[config.mk]
export PLATFORM = sky130hd
export DESIGN_NAME = mc_control_fsm
export DESIGN_NICKNAME = d
export VERILOG_FILES = /design/src/rtl/mc_control_fsm.sv
export SDC_FILE = /design/constraint.sdc
export NUM_CORES = 1
export LEC_CHECK = 0
export CORE_ASPECT_RATIO = 0.5
export CORE_MARGIN = 5
export CORE_UTILIZATION = 25
export DETAILED_ROUTE_END_ITERATION = 10
export HOLD_SLACK_MARGIN = 0.08
export SLEW_MARGIN = 20
export SYNTH_ARGS = -nofsm -noshare
export SYNTH_HDL_FRONTEND = slang
export SYNTH_SLANG_ARGS = --single-unit
[constraint.sdc]
create_clock -name clk -period 1.85 [get_ports clk]
set_clock_uncertainty 0.1 [all_clocks]
set_input_delay 0.37 -clock clk [delete_from_list [all_inputs] [get_ports clk]]
set_output_delay 0.37 -clock clk [all_outputs]
set_load 0.02 [all_outputs]
[src/rtl/mc_control_fsm.sv]
// Multi-cycle control sequencer for the RV32I core: steps each instruction through its
// state schedule, drives datapath muxes and strobes, and handshakes with the shared memory port.
module mc_control_fsm #(
    parameter int unsigned MEM_WAIT_MAX = 15
) (
    input  logic       clk,
    input  logic       reset,
    input  logic [6:0] opcode,
    input  logic       branch_taken,
    input  logic       mem_ready,
    output logic       mem_req,
    output logic       AdrSrc,
    output logic       IRWrite,
    output logic       PCWrite,
    output logic       MemWrite,
    output logic       RegWrite,
    output logic [1:0] ResultSrc,
    output logic [1:0] ALUSrcA,
    output logic [1:0] ALUSrcB,
    output logic [1:0] ALUOp,
    output logic [2:0] ImmSrc,
    output logic       illegal_instr,
    output logic       bus_error,
    output logic [3:0] state_o
);

    localparam logic [6:0] OP_LOAD   = 7'b0000011;
    localparam logic [6:0] OP_STORE  = 7'b0100011;
    localparam logic [6:0] OP_R      = 7'b0110011;
    localparam logic [6:0] OP_IMM    = 7'b0010011;
    localparam logic [6:0] OP_BRANCH = 7'b1100011;
    localparam logic [6:0] OP_JAL    = 7'b1101111;
    localparam logic [6:0] OP_JALR   = 7'b1100111;
    localparam logic [6:0] OP_LUI    = 7'b0110111;
    localparam logic [6:0] OP_AUIPC  = 7'b0010111;

    localparam logic [7:0] WAIT_LIMIT = 8'(MEM_WAIT_MAX);

    typedef enum logic [3:0] {
        S_FETCH, S_DECODE, S_MEMADR, S_MEMREAD, S_MEMWB, S_MEMWRITE, S_EXECR, S_EXECI,
        S_ALUWB, S_BRANCH, S_JAL, S_JALR1, S_JALR2, S_LUI, S_AUIPC, S_TRAP
    } state_e;

    state_e     state_q, state_d;
    logic [7:0] wait_q, wait_d;
    logic       ill_q, ill_d;
    logic       bus_q, bus_d;
    logic       mem_state;

    assign mem_state = (state_q == S_FETCH) || (state_q == S_MEMREAD) || (state_q == S_MEMWRITE);

    // NOTE: every signal gets a default before the case so no path leaves it unassigned (no latch).
    always_comb begin
        state_d = state_q;
        wait_d  = '0;
        ill_d   = ill_q;
        bus_d   = bus_q;
        unique case (state_q)
            S_FETCH:    if (mem_ready) state_d = S_DECODE;
            S_DECODE: begin
                unique case (opcode)
                    OP_LOAD, OP_STORE: state_d = S_MEMADR;
                    OP_R:              state_d = S_EXECR;
                    OP_IMM:            state_d = S_EXECI;
                    OP_BRANCH:         state_d = S_BRANCH;
                    OP_JAL:            state_d = S_JAL;
                    OP_JALR:           state_d = S_JALR1;
                    OP_LUI:            state_d = S_LUI;
                    OP_AUIPC:          state_d = S_AUIPC;
                    default: begin
                        state_d = S_TRAP;
                        ill_d   = 1'b1;
                    end
                endcase
            end
            S_MEMADR:   state_d = (opcode == OP_STORE) ? S_MEMWRITE : S_MEMREAD;
            S_MEMREAD:  if (mem_ready) state_d = S_MEMWB;
            S_MEMWB:    state_d = S_FETCH;
            S_MEMWRITE: if (mem_ready) state_d = S_FETCH;
            S_EXECR:    state_d = S_ALUWB;
            S_EXECI:    state_d = S_ALUWB;
            S_ALUWB:    state_d = S_FETCH;
            S_BRANCH:   state_d = S_FETCH;
            S_JAL:      state_d = S_ALUWB;
            S_JALR1:    state_d = S_JALR2;
            S_JALR2:    state_d = S_ALUWB;
            S_LUI:      state_d = S_FETCH;
            S_AUIPC:    state_d = S_ALUWB;
            default:    state_d = S_TRAP;
        endcase

        // A ready arriving on the limit cycle wins; otherwise the wait is fatal.
        if (mem_state && !mem_ready) begin
            if (wait_q + 8'd1 == WAIT_LIMIT) begin
                state_d = S_TRAP;
                bus_d   = 1'b1;
            end else begin
                wait_d = wait_q + 8'd1;
            end
        end
    end

    // NOTE: sequential state uses non-blocking assignments so all registers update together.
    always_ff @(posedge clk) begin
        if (reset) begin
            state_q <= S_FETCH;
            wait_q  <= '0;
            ill_q   <= 1'b0;
            bus_q   <= 1'b0;
        end else begin
            state_q <= state_d;
            wait_q  <= wait_d;
            ill_q   <= ill_d;
            bus_q   <= bus_d;
        end
    end

    // Strobes depend on mem_ready in the same cycle, so they are decoded from state here.
    always_comb begin
        mem_req       = 1'b0;
        AdrSrc        = 1'b0;
        IRWrite       = 1'b0;
        PCWrite       = 1'b0;
        MemWrite      = 1'b0;
        RegWrite      = 1'b0;
        ResultSrc     = 2'b00;
        ALUSrcA       = 2'b00;
        ALUSrcB       = 2'b00;
        ALUOp         = 2'b00;
        ImmSrc        = 3'b000;
        illegal_instr = 1'b0;
        bus_error     = 1'b0;
        state_o       = 4'd0;
        if (!reset) begin
            illegal_instr = ill_q;
            bus_error     = bus_q;
            state_o       = state_q;
            unique case (state_q)
                S_FETCH: begin
                    mem_req = 1'b1;
                    if (mem_ready) begin
                        IRWrite   = 1'b1;
                        PCWrite   = 1'b1;
                        ALUSrcB   = 2'b10;
                        ResultSrc = 2'b10;
                    end
                end
                S_DECODE: begin
                    ALUSrcA = 2'b01;
                    ALUSrcB = 2'b01;
                    ImmSrc  = (opcode == OP_JAL) ? 3'b011 : 3'b010;
                end
                S_MEMADR: begin
                    ALUSrcA = 2'b10;
                    ALUSrcB = 2'b01;
                    ImmSrc  = (opcode == OP_STORE) ? 3'b001 : 3'b000;
                end
                S_MEMREAD: begin
                    mem_req = 1'b1;
                    AdrSrc  = 1'b1;
                end
                S_MEMWB: begin
                    ResultSrc = 2'b01;
                    RegWrite  = 1'b1;
                end
                S_MEMWRITE: begin
                    mem_req  = 1'b1;
                    AdrSrc   = 1'b1;
                    MemWrite = 1'b1;
                end
                S_EXECR: begin
                    ALUSrcA = 2'b10;
                    ALUOp   = 2'b10;
                end
                S_EXECI: begin
                    ALUSrcA = 2'b10;
                    ALUSrcB = 2'b01;
                    ALUOp   = 2'b10;
                end
                S_ALUWB:  RegWrite = 1'b1;
                S_BRANCH: begin
                    ALUSrcA = 2'b10;
                    ALUOp   = 2'b01;
                    PCWrite = branch_taken;
                end
                S_JAL: begin
                    ALUSrcA = 2'b01;
                    ALUSrcB = 2'b10;
                    PCWrite = 1'b1;
                end
                S_JALR1: begin
                    ALUSrcA = 2'b10;
                    ALUSrcB = 2'b01;
                end
                S_JALR2: begin
                    ALUSrcA = 2'b01;
                    ALUSrcB = 2'b10;
                    PCWrite = 1'b1;
                end
                S_LUI: begin
                    ImmSrc    = 3'b100;
                    ResultSrc = 2'b11;
                    RegWrite  = 1'b1;
                end
                S_AUIPC: begin
                    ALUSrcA = 2'b01;
                    ALUSrcB = 2'b01;
                    ImmSrc  = 3'b100;
                end
                default: ;
            endcase
        end
    end

endmodule

==> results.ini <==
[status]
status = finished with violations
violations = negative setup slack

[worst_hold_path]
hold_path.startpoint = wait_q[0]
hold-path-endpoint = wait_q[0]
hp-class = flip-flop to flip-flop
whs_path_depth = 1

[power]
leakagePower_nw = 0.8436
power.density_nw_per_um2 = 934.6
total_power_mw = 1.884
irDropWorstVdd_v = 0.0002424

[worst_setup_path]
cp-end-kind = output pin
path_max_fanout = 2
slowest_delay_ps = 550
start_kind = primary input
crit_type = primary input to output pin
crit_family = simple AND/OR/NAND/NOR gates
r2r-start = state_q[2]
cp_cell_sequence = buf_6 -> or4_4 -> nor3_4 -> a21oi_2 -> nor3_4 -> buf_6
rr_worst_depth = 8
r2r_slack_ps = 110
cp_slowest_cell = or4_4
crit_arrival_ps = 1530
cp_data_required_time_ps = 1380
crit_buf_inv = 2
crit-reg2reg-capture = wait_q[7]

[drt]
vias = 1394
wirelength_mm = 3.528
wl_per_cell_um = 11.76
first_iter_violations = 46
drc = 0
drtPass1Iterations = 4
antenna_left = 0
vias_per_cell = 4.647

[die]
die_width_um = 108.7
dieArea_um2 = 6456
core_um2 = 4552
start_util = 0.2677
boundaryPins = 34
die_h_um = 59.37
rows = 17

[placement]
dpl.hpwl_mm = 2.666
gp_congestion = 0.8499
io_buffers = 33

[finish]
fin_nets = 249
drive_gt1_frac = 0.5171
antennaDiodeCount = 0
area_delta_synth_final_pct = 65.40

[clocking]
clockBufferDepth = 2
cts_buffers = 3
clk_latency_ps = 240
cts_tree = built
cts.reportedPaths.clkPinSlew_ps = 50
htree_levels = 1
cts_root_buf = clkbuf_8
clock-sinks = 14

[sta]
period_needed_ps = 1997
fin_ws_ps = -146.7
hold_violations = 0
tightest_slew_ps = 312.0
timing.hold.ws_ps = 355.9
max-slew-margin-rel = 0.7893
rsz0062_at_grt = yes
setup_viol = 3
fin_crit_sh = 1.079
max_freq_mhz = 500.8
drv_slew = 0
setup_tns_ps = -229.1

[logic_synthesis]
synth_top_area_frac = 0.2300
syn_area_um2 = 1219
synth_flop_cell = dfxtp_1
synth_area_per_cell_um2 = 7.665
synth-seq-area-share = 0.2300
synthTopCellsByCount = nor2_1, dfxtp_1, a21oi_1
synth_edf_count = 0
postSynthCellCount = 159
yosys_warnings = 0
yosysMostFrequentCell = nor2_1
synth_fp_nets = 172
ys_types = 51
synthTopCellsByArea = dfxtp_1, nor2_1, a21oi_1, clkbuf_8, xnor2_1
ys_ff_latch = 14
yosysTopAreaCell = dfxtp_1
postSynth.asyncResetShare = 0

[global_route]
grt_max_degree = 13
grt-ovfl-total = 0
grt_usage = 0.1141
grt_antenna_before_repair = 0
first_global_vias = 1365
grt_pass1_wl_mm = 5.947

[job]
max-cap-violations = 0

==> placed cells by master (no fill, tap or decap), types with 3 or more instances in the layout <==
cell and instances:
buf_4 56, nor2_1 20, dfxtp_1 10, buf_6 9
nand2_1 8, a21oi_1 8, buf_2 8, a21oi_2 5
nor3_1 5, dlygate4sd2_1 5, nand2_2 4, nor2b_1 4
nand3_1 4, xor2_1 4, o21ai_0 4, clkbuf_2 4
dfxtp_4 4, xnor2_2 3, and3_1 3, inv_2 3
nand3_2 3, or2_1 3, xnor2_1 3, nand4b_1 3
clkbuf_8 3
==> layer usage <==
layer | GRT usage | wire [µm]
met1 | 0.1380 | 1598
met2 | 0.2037 | 1739
met3 | 0.02176 | 142
met4 | 0.04317 | 47
met5 | 0 | 0
==> worst reg2reg max path: cells and delay by family (launching register included) <==
kind / cells / cell delay (ps)
AND/OR/NAND/NOR: 2 / 380
buffers and inverters: 4 / 560
XOR/XNOR: 1 / 210
AO/OA/AOI/OAI: 1 / 50
flip-flops: 1 / 370
==> layout make-up <==
class | count | area, µm²
fillers | 472 | 2536
multi-input cells | 128 | 925.9
repair buffers | 85 | 655.6
flip-flops and latches | 14 | 295.3
well taps | 66 | 82.58
clock buffers | 3 | 41.29
inverters | 4 | 15.01
==> through the flow <==
step / util / cells / area [µm²] / setup slack (ps)
floorplan: - / 159 / 1244 / -209.3
global placement: 0.4085 / 288 / 1859 / -1070
detailed placement: 0.4085 / 288 / 1859 / -1104
CTS: 0.4274 / 298 / 1946 / -143.0
global route: 0.4428 / 300 / 2016 / -192.2
finish: 0.4428 / 300 / 2016 / -146.7
==> logic make-up (layout without fill, tap and decap cells) <==
group / Yosys count / in the layout / synth area share
adder cells (fa/ha/maj): 2 / 2 / 0.02053
AND/OR/NAND/NOR: 80 / 80 / 0.3707
flip-flops: 14 / 14 / 0.2300
XOR/XNOR: 10 / 10 / 0.07187
AO/OA/AOI/OAI: 35 / 35 / 0.1910
multiplexers: 1 / 1 / 0.008214
buffers and inverters: 17 / 92 / 0.1078
==> sequential cells by signal, summed over array words and instances (netlist names) <==
signal and count:
wait_q 8, ill_q 1, bus_q 1, state_q 4
==> what timing repair did <==
| action | in CTS | in global routing |
|---|---|---|
| setup buffers | 7 | 2 |
| pin swaps | 8 | 6 |
| resized for setup | 124 | 41 |
| hold buffers | 0 | 0 |
| endpoints found under the setup margin | 26 | 25 |
==> worst max-delay path by stage <==
stage,startpoint,to,slack (ps),cells past startpoint
after CTS,opcode[3],ImmSrc[0],-140,6
final,opcode[3],ImmSrc[0],-150,6
after floorplan,opcode[2],ImmSrc[0],-210,5
after detailed placement,opcode[1],ImmSrc[0],-1100,7
after global routing,opcode[3],ImmSrc[0],-190,6
after global placement,opcode[1],ImmSrc[0],-1070,7
==> report_power, final <==
group | switching, mW | internal, mW | total (mW) | leakage, nW
Clock | 0.0964 | 0.144 | 0.240 | 0.0216
Combinational | 0.589 | 0.613 | 1.20 | 0.706
Sequential | 0.0873 | 0.355 | 0.442 | 0.117
(Power assumes the default switching activity.)
